File: src/rtl/dctq_pkg.sv
// rtl/dctq_pkg.sv - shared widths, sizing helper and round/saturate function for the DCT accumulator
// Purpose: default widths for the DCT MAC accumulator, a clog2 helper and the
//          rounding/saturation function applied to each completed sum.
// Ports:   none (package).
package dctq_pkg;

  localparam int PROD_W     = 19;
  localparam int OUT_W      = 12;
  localparam int N_TERMS    = 8;
  localparam int ACC_W      = 22;
  localparam int SHIFT      = 8;
  localparam int FIFO_DEPTH = 4;

  function automatic int clog2(input int value);
    int r;
    r = 0;
    for (int i = 0; i < 31; i++) begin
      if ((1 << i) < value) r = i + 1;
    end
    return r;
  endfunction

  // Returns {sat, value}. One guard bit above ACC_W keeps the rounding add
  // from wrapping when sum is at its positive extreme.
  function automatic logic [OUT_W:0] sat_round(input logic signed [ACC_W-1:0] sum,
                                               input int shift);
    logic signed [ACC_W:0] ext;
    logic signed [ACC_W:0] half;
    logic signed [ACC_W:0] r;
    logic signed [ACC_W:0] r_max;
    logic signed [ACC_W:0] r_min;
    ext   = {sum[ACC_W-1], sum};
    half  = $signed((ACC_W+1)'(1) << (shift - 1));
    r     = (ext + half) >>> shift;
    r_max = $signed((ACC_W+1)'((1 << (OUT_W - 1)) - 1));
    r_min = $signed((ACC_W+1)'(-(1 << (OUT_W - 1))));
    if (r > r_max) begin
      return {1'b1, 1'b0, {(OUT_W-1){1'b1}}};
    end else if (r < r_min) begin
      return {1'b1, 1'b1, {(OUT_W-1){1'b0}}};
    end
    return {1'b0, r[OUT_W-1:0]};
  endfunction

endpackage

File: src/rtl/dctq_sync_fifo.sv
// rtl/dctq_sync_fifo.sv - small synchronous FIFO with flush for the DCT output queue
// Purpose: DEPTH-entry first-word-fall-through queue; a push into a full queue
//          is accepted only when a pop happens on the same edge.
// Ports:   clk, rst_n (sync, active-low), flush (empties queue),
//          push/wdata, pop, rdata (head), full, empty, level (0..DEPTH).
module dctq_sync_fifo
  import dctq_pkg::*;
#(
  parameter int W     = OUT_W + 1,
  parameter int DEPTH = FIFO_DEPTH
) (
  input  logic                  clk,
  input  logic                  rst_n,
  input  logic                  flush,
  input  logic                  push,
  input  logic [W-1:0]          wdata,
  input  logic                  pop,
  output logic [W-1:0]          rdata,
  output logic                  full,
  output logic                  empty,
  output logic [clog2(DEPTH):0] level
);

  localparam int AW = clog2(DEPTH);

  logic [W-1:0]  mem_q [DEPTH];
  logic [W-1:0]  mem_d [DEPTH];
  logic [AW-1:0] wr_ptr_q, wr_ptr_d;
  logic [AW-1:0] rd_ptr_q, rd_ptr_d;
  logic [AW:0]   level_q, level_d;
  logic          push_ok;
  logic          pop_ok;

  assign full    = (level_q == (AW+1)'(DEPTH));
  assign empty   = (level_q == '0);
  assign pop_ok  = pop && !empty;
  assign push_ok = push && (!full || pop_ok);
  assign rdata   = mem_q[rd_ptr_q];
  assign level   = level_q;

  always_comb begin
    mem_d    = mem_q;
    wr_ptr_d = wr_ptr_q;
    rd_ptr_d = rd_ptr_q;
    level_d  = level_q;
    if (flush) begin
      wr_ptr_d = '0;
      rd_ptr_d = '0;
      level_d  = '0;
    end else begin
      if (push_ok) begin
        mem_d[wr_ptr_q] = wdata;
        wr_ptr_d        = wr_ptr_q + 1'b1;
      end
      if (pop_ok) rd_ptr_d = rd_ptr_q + 1'b1;
      case ({push_ok, pop_ok})
        2'b10:   level_d = level_q + 1'b1;
        2'b01:   level_d = level_q - 1'b1;
        default: level_d = level_q;
      endcase
    end
  end

  always_ff @(posedge clk) begin
    if (!rst_n) begin
      wr_ptr_q <= '0;
      rd_ptr_q <= '0;
      level_q  <= '0;
    end else begin
      wr_ptr_q <= wr_ptr_d;
      rd_ptr_q <= rd_ptr_d;
      level_q  <= level_d;
    end
  end

  // Storage needs no reset: contents are only visible while level is nonzero.
  always_ff @(posedge clk) begin
    mem_q <= mem_d;
  end

endmodule

File: src/rtl/dct_mac_accum.sv
// rtl/dct_mac_accum.sv - accumulates N_TERMS products into rounded, saturated DCT sums
// Purpose: sums groups of N_TERMS signed products, rounds/saturates each sum and
//          queues {sat, value} for a valid/ready consumer.
// Ports:   clk, rst_n (sync, active-low), prod_valid/prod_data (product input),
//          clear (flush), out_valid/out_ready/out_data/out_sat (queue head),
//          overflow (sticky drop flag), fifo_level (queue occupancy).
module dct_mac_accum
  import dctq_pkg::*;
#(
  parameter int N_TERMS_P    = N_TERMS,
  parameter int SHIFT_P      = SHIFT,
  parameter int FIFO_DEPTH_P = FIFO_DEPTH
) (
  input  logic                         clk,
  input  logic                         rst_n,
  input  logic                         prod_valid,
  input  logic [PROD_W-1:0]            prod_data,
  input  logic                         clear,
  output logic                         out_valid,
  input  logic                         out_ready,
  output logic [OUT_W-1:0]             out_data,
  output logic                         out_sat,
  output logic                         overflow,
  output logic [clog2(FIFO_DEPTH_P):0] fifo_level
);

  localparam int CNT_W = clog2(N_TERMS_P);

  logic [CNT_W-1:0]        term_cnt_q, term_cnt_d;
  logic signed [ACC_W-1:0] acc_q, acc_d;
  logic signed [ACC_W-1:0] sum_q, sum_d;
  logic                    sum_v_q, sum_v_d;
  logic                    overflow_q, overflow_d;

  logic signed [ACC_W-1:0] prod_ext;
  logic signed [ACC_W-1:0] acc_next;
  logic                    last_term;
  logic [OUT_W:0]          rounded;
  logic [OUT_W:0]          head;
  logic                    fifo_full;
  logic                    fifo_empty;
  logic                    pop_ok;

  assign prod_ext  = {{(ACC_W-PROD_W){prod_data[PROD_W-1]}}, prod_data};
  // First term of a group overwrites, so the accumulator never needs clearing.
  assign acc_next  = (term_cnt_q == '0) ? prod_ext : acc_q + prod_ext;
  assign last_term = (term_cnt_q == CNT_W'(N_TERMS_P - 1));
  assign rounded   = sat_round(sum_q, SHIFT_P);
  assign out_valid = !fifo_empty;
  assign pop_ok    = out_ready && out_valid;

  // Head is masked when empty so the outputs read zero out of reset and flush.
  assign out_sat   = out_valid ? head[OUT_W] : 1'b0;
  assign out_data  = out_valid ? head[OUT_W-1:0] : '0;
  assign overflow  = overflow_q;

  always_comb begin
    term_cnt_d = term_cnt_q;
    acc_d      = acc_q;
    sum_d      = sum_q;
    sum_v_d    = 1'b0;
    overflow_d = overflow_q;
    if (clear) begin
      term_cnt_d = '0;
      overflow_d = 1'b0;
    end else begin
      if (prod_valid) begin
        acc_d = acc_next;
        if (last_term) begin
          sum_d      = acc_next;
          sum_v_d    = 1'b1;
          term_cnt_d = '0;
        end else begin
          term_cnt_d = term_cnt_q + 1'b1;
        end
      end
      // A pop on the same edge frees the slot, so only a full, unpopped queue drops.
      if (sum_v_q && fifo_full && !pop_ok) overflow_d = 1'b1;
    end
  end

  always_ff @(posedge clk) begin
    if (!rst_n) begin
      term_cnt_q <= '0;
      acc_q      <= '0;
      sum_q      <= '0;
      sum_v_q    <= 1'b0;
      overflow_q <= 1'b0;
    end else begin
      term_cnt_q <= term_cnt_d;
      acc_q      <= acc_d;
      sum_q      <= sum_d;
      sum_v_q    <= sum_v_d;
      overflow_q <= overflow_d;
    end
  end

  dctq_sync_fifo #(
    .W     (OUT_W + 1),
    .DEPTH (FIFO_DEPTH_P)
  ) u_fifo (
    .clk   (clk),
    .rst_n (rst_n),
    .flush (clear),
    .push  (sum_v_q),
    .wdata (rounded),
    .pop   (out_ready),
    .rdata (head),
    .full  (fifo_full),
    .empty (fifo_empty),
    .level (fifo_level)
  );

endmodule

File: config.mk
export PLATFORM = sky130hd
export DESIGN_NAME = dct_mac_accum
export DESIGN_NICKNAME = d
export VERILOG_FILES = /design/src/rtl/dctq_pkg.sv /design/src/rtl/dctq_sync_fifo.sv /design/src/rtl/dct_mac_accum.sv
export SDC_FILE = /design/constraint.sdc
export NUM_CORES = 1
export LEC_CHECK = 0
export ABC_AREA = 1
export CORE_ASPECT_RATIO = 0.7
export CORE_MARGIN = 5
export CORE_UTILIZATION = 50
export DETAILED_ROUTE_END_ITERATION = 16
export GPL_TIMING_DRIVEN = 0
export PLACE_DENSITY = 0.68
export SETUP_SLACK_MARGIN = 0.3
export SLEW_MARGIN = 20
export SYNTH_ARGS = -nofsm -noshare
export SYNTH_HDL_FRONTEND = slang
export SYNTH_HIERARCHICAL = 1
export SYNTH_SLANG_ARGS = --single-unit
File: constraint.sdc
create_clock -name clk -period 5.2 [get_ports clk]
set_clock_uncertainty 0.05 [all_clocks]
set_input_delay 1.04 -clock clk [delete_from_list [all_inputs] [get_ports clk]]
set_output_delay 1.04 -clock clk [all_outputs]
set_load 0.05 [all_outputs]
==> results of run 1 <==
[sequential cells by signal, indices dropped and copies added, names as in the netlist]
register	flops
u_fifo/mem_q	52
term_cnt_q	3
u_fifo/rd_ptr_q	2
overflow	1
acc_q	22
u_fifo/level	3
u_fifo/wr_ptr_q	2
sum_q	15
sum_v_q	1
[power breakdown]
part / internal (mW) / switching [mW]
combinational: 0.0890 / 0.158
sequential: 0.842 / 0.00734
clock: 0.373 / 0.291
total: 1.30 / 0.455
[Yosys cell counts (4+ instances only)]
master | instances | area (um^2)
a21oi_1 | 32 | 160
a31oi_1 | 6 | 37.5
buf_2 | 4 | 20.0
buf_6 | 5 | 56.3
clkbuf_1 | 13 | 48.8
dfxtp_1 | 49 | 981
edfxtp_1 | 52 | 1560
ha_1 | 30 | 375
inv_1 | 146 | 548
inv_2 | 5 | 18.8
nand2_1 | 227 | 852
nand2_2 | 5 | 31.3
nand3_1 | 62 | 310
nand3b_1 | 9 | 67.6
nand4_1 | 5 | 31.3
nor2_1 | 111 | 417
nor2_2 | 4 | 25.0
nor3_1 | 6 | 30.0
o211ai_1 | 8 | 60.1
o21a_1 | 4 | 30.0
o21ai_0 | 33 | 165
o21ai_1 | 7 | 35.0
o21bai_1 | 4 | 30.0
o22ai_1 | 13 | 81.3
xor2_1 | 16 | 140
[metal layers]
layer  vias up  global-route usage [%]
met4         0                    3.46
met3         7                    3.63
met5         -                       0
met2       171                    28.0
li1       2893                       -
met1      2501                    35.2
[placed cells by master, fill, tap and decap left out, types with 9 or more instances in the layout]
master,count
a21oi_1,32
clkbuf_16,9
ha_1,30
xor2_1,16
nand3b_1,9
inv_1,146
edfxtp_1,52
o22ai_1,13
nand2_1,227
clkbuf_1,14
nor2_1,107
clkdlybuf4s50_1,41
dfxtp_1,49
nand3_1,62
o21ai_0,33
[cells by family (layout without fill, tap and decap cells)]
| kind of cell | after synthesis | after routing | share of synthesized area [%] |
|---|---|---|---|
| AND/OR/NAND/NOR | 435 | 435 | 28.9 |
| buffers and inverters | 177 | 234 | 11.3 |
| AO/OA/AOI/OAI | 112 | 112 | 10.4 |
| flip-flops | 101 | 101 | 40.4 |
| adder cells (fa/ha/maj) | 32 | 32 | 6.60 |
| XOR/XNOR | 17 | 17 | 2.36 |
[through the flow]
| step | std cells | instance area (um^2) | setup WS, ns | power [mW] | hold slack, ns |
|---|---|---|---|---|---|
| floorplan | 874 | 6300 | 2.23 | 1.03 | 0.406 |
| finish | 1093 | 7210 | 1.79 | 1.76 | 0.424 |
| detailed placement | 1077 | 6920 | 1.58 | 1.11 | 0.411 |
| global route | 1093 | 7210 | 1.62 | 1.84 | 0.474 |
| CTS | 1093 | 7210 | 1.78 | 1.77 | 0.426 |
| global placement | 1077 | 6910 | 1.56 | 1.11 | 0.400 |
[worst max path at each step]
stage,from,end,cells after the start,slack (ns)
after floorplan,u_fifo/level[2],out_data[10],5,2.23
after global placement,prod_data[0],acc_q[14],14,1.56
after detailed placement,prod_data[0],acc_q[14],13,1.58
after CTS,u_fifo/level[0],out_data[2],6,1.78
after global routing,u_fifo/level[0],out_data[10],6,1.62
final,u_fifo/level[0],out_data[2],6,1.79
[worst max-delay path, cell delays in order (launching register included)]
cell and delay [ns]:
dfxtp_1 0.34, nor2_2 0.16, nand2_2 0.09, inv_1 0.17, clkbuf_1 0.38, nor2_1 0.10, clkdlybuf4s50_1 0.72
[final cells by class]
class                   instances  area, um^2
clock buffers                  10         229
inverters                     153         574
flip-flops and latches        101        2540
clock inverters                 6        62.6
multi-input cells             596        3050
fillers                      1172        5170
repair buffers                 41         410
well taps                     162         203
plain buffers                  24         140
==> impl_metrics.json, run 1 <==
{
  "powerDensity_nw_per_um2": 244,
  "synth-edff-count": 52,
  "nNetsFinal": 982,
  "cap_viol_max_count": 0,
  "worstMarginPinSlew_ns": 0.855,
  "clock_latency_ns": 0.35,
  "worst_r2r_path_depth": 13,
  "ys_async_sr_fraction_pct": 0,
  "synth_cells": 874,
  "root_buffer": "clkbuf_16",
  "rsz0062_at_grt": "false",
  "dieArea_um2": 15000,
  "arrival_ns": 2.32,
  "cp.required_ns": 4.11,
  "ir_drop_mv": 0.162,
  "final_antenna_net_count": 0,
  "crit_fanout": 10,
  "tns_ns": 0,
  "grt_pass1_wl_um": 25000,
  "drive_gt1_share_pct": 5.59,
  "endpoint_kind": "output pin",
  "fp.dieH_um": 104,
  "synth.distinct_cells": 37,
  "fmax_ghz": 0.293,
  "coreArea_um2": 12400,
  "die_w_um": 144,
  "drt_iter0_drc": 449,
  "start_util_pct": 50.9,
  "grt_antenna_before_repair": 0,
  "syn_nets": 930,
  "hp-class": "reg2reg",
  "r2r_end": "acc_q[14]",
  "wl_per_cell_um": 14.1,
  "grt_pass1_vias": 4898,
  "cts_tree": "yes",
  "dp_hpwl_um": 11900,
  "dr.pass1.iters": 5,
  "antennaDiodeCount": 0,
  "fin_crit_sh_pct": 65.5,
  "synth_area_per_cell_um2": 7.21,
  "area_delta_synth_final_pct": 14.5,
  "wl_met3_um": 1090,
  "p_leak_nw": 3.45,
  "dr_total_vias": 5572,
  "yosys_warnings": 6,
  "drc": 0,
  "grt.total_usage_pct": 21.0,
  "max-slew-margin-rel_pct": 42.9,
  "grt_overflow": 0,
  "setup_viol": 0,
  "hold_viol": 0,
  "gp_congestion": 0.975,
  "num_io_pins": 42,
  "cts_max_path_buffers": 2,
  "syn_area_um2": 6300,
  "r2r-start": "acc_q[0]",
  "start_kind": "flip-flop",
  "min_to": "overflow",
  "hold_buffers": 0,
  "grt_max_degree": 17,
  "port_buffers": 41,
  "ctsResizeCount": 0,
  "outcome": "complete, no violations",
  "final_core_util_pct": 58.3,
  "met1Wirelength_um": 8300,
  "top_layer": "met4",
  "htreeDepth": 3,
  "period_minus_slack_ns": 3.41,
  "hold-path-cell-count": 2,
  "wl_um": 15400,
  "clk_pin_slew_ns": 0.07,
  "synth-seq-cells": 101,
  "viasPerCell": 5.10,
  "min-delay-start": "overflow",
  "slew_violations": 0,
  "clock_sinks": 101,
  "yosysSeqAreaShare_pct": 40.4,
  "ys.flop_type": "edfxtp_1",
  "std_cell_rows": 34,
  "post_cts.repair.setup_buffers": 0,
  "reg2reg_slack_ns": 2.71,
  "crit_type": "reg2out",
  "numCtsBuffers": 9,
  "route.met2.wl_um": 5930
}
(Power assumes the default switching activity.)
==> inputs of run 2 (changes only) <==
- PLACE_DENSITY: 0.68 -> 0.71
- clock period: 5.2 -> 3.1 ns (I/O delays scaled with it)
==> impl_metrics.json, run 2 (synthesis gave the netlist of run 1 again) <==
{
  "dr.pass1.iters": 5,
  "grt_pass1_wl_um": 25400,
  "total_power_mw": 2.98,
  "outcome": "complete, no violations",
  "period_minus_slack_ns": 2.68,
  "start_kind": "flip-flop",
  "hold_viol": 0,
  "grt.total_usage_pct": 21.4,
  "antennaDiodeCount": 0,
  "hold_buffers": 0,
  "p_leak_nw": 3.51,
  "cap_viol_max_count": 0,
  "gp_congestion": 0.991,
  "drt_iter0_drc": 409,
  "rsz0062_at_grt": "false",
  "dp_hpwl_um": 12100,
  "area_delta_synth_final_pct": 14.4,
  "dpl.cell_count": 1077,
  "root_buffer": "clkbuf_16",
  "fmax_ghz": 0.374,
  "grt_overflow": 0,
  "arrival_ns": 2.01,
  "port_buffers": 41,
  "wl_per_cell_um": 14.5,
  "max-slew-margin-rel_pct": 44.0,
  "p_clk_share_pct": 38.1,
  "viasPerCell": 5.10,
  "drive_gt1_share_pct": 6.55,
  "hp-class": "reg2reg",
  "dieArea_um2": 15000,
  "post_cts.repair.setup_buffers": 0,
  "fp.dieH_um": 104,
  "wl_um": 15800,
  "largest_reg_flops": 52,
  "fin_crit_sh_pct": 86.3,
  "grt_antenna_before_repair": 0,
  "dr_total_vias": 5570,
  "std_cell_rows": 34,
  "swShare_pct": 25.9,
  "tns_ns": 0,
  "start_util_pct": 50.9,
  "crit_type": "reg2out",
  "powerDensity_nw_per_um2": 413,
  "endpoint_kind": "output pin",
  "clock_sinks": 101,
  "cts_tree": "yes",
  "num_io_pins": 42,
  "clk_pin_slew_ns": 0.07,
  "final_antenna_net_count": 0,
  "p_seq_share_pct": 47.8,
  "n_fill_cell": 1179,
  "finalNonFillerCells": 1093,
  "clock_latency_ns": 0.34,
  "worstMarginPinSlew_ns": 0.839,
  "htreeDepth": 3,
  "crit_fanout": 10,
  "coreArea_um2": 12400,
  "drc": 0,
  "grt_max_degree": 17,
  "grt_pass1_vias": 4919,
  "numCtsBuffers": 9,
  "cts_max_path_buffers": 2,
  "final_cell_mix": "nand2_1, inv_1, nor2_1",
  "slew_violations": 0,
  "largest_registers": "u_fifo/mem_q (52), acc_q (22), sum_q (15)",
  "die_w_um": 144,
  "ir_drop_mv": 0.263,
  "comb_power_share_pct": 14.1,
  "nNetsFinal": 982,
  "final_common_cell": "nand2_1",
  "setup_viol": 0,
  "power_switching_uw": 771,
  "cp.required_ns": 2.43,
  "p_int_mw": 2.21,
  "top_register": "u_fifo/mem_q"
}
-- run 2: metal layers --
layer  GRT usage (%)  vias to the layer above  part of all wire, %
met5               0                        -                    0
met4            4.33                        0                 0.62
met3            3.81                        7                  6.4
met2            28.4                      152                   39
met1            35.8                     2520                   54
li1                -                     2891                    -
-- run 2: worst paths after layout --
| kind | from | endpoint | slack [ns] | depth (start not counted) |
|---|---|---|---|---|
| worst min register to register | overflow | overflow | 0.42 | 2 |
| worst min-delay path | overflow | overflow | 0.42 | 2 |
| worst max-delay path | u_fifo/rd_ptr_q[1] | out_data[4] | 0.42 | 6 |
| worst max register to register | term_cnt_q[0] | sum_q[14] | 0.82 | 10 |
-- run 2: per-stage QoR --
stage | area (um^2) | hold slack (ns) | utilization (%) | worst slack, ns
CTS | 7200 | 0.423 | 58.2 | 0.317
detailed placement | 6920 | 0.406 | 55.9 | -0.0463
global route | 7210 | 0.454 | 58.2 | 0.303
floorplan | 6300 | 0.406 | - | 0.546
global placement | 6910 | 0.401 | 55.8 | -0.0714
finish | 7210 | 0.421 | 58.2 | 0.425
-- run 2: what timing repair did --
item | CTS | global route
gates cloned | 0 | 0
endpoints found under the setup margin | 13 | 16
resized for setup | 14 | 14
-- run 2: final cells by class --
class,instances,area (um^2),area share [%]
plain buffers,24,141,1.96
well taps,162,203,2.81
clock inverters,6,61.3,0.851
clock buffers,10,239,3.32
flip-flops and latches,101,2540,35.3
repair buffers,41,380,5.28
multi-input cells,596,3070,42.5
inverters,153,574,7.97
-- run 2: power groups by stage --
stage | Combinational, mW | Clock [mW] | Sequential (mW)
floorplan | 0.285 | 0 | 1.45
global placement | 0.403 | 0 | 1.45
detailed placement | 0.406 | 0 | 1.45
CTS | 0.408 | 1.16 | 1.42
global route | 0.472 | 1.21 | 1.43
finish | 0.420 | 1.13 | 1.42
-- run 2: worst max-delay path: stages (launching register included) --
cell           delay (ns)
dfxtp_1              0.48
buf_4                0.25
o21ai_0              0.12
o22ai_1              0.16
inv_1                0.05
nor2_1               0.07
dlygate4sd2_1        0.53
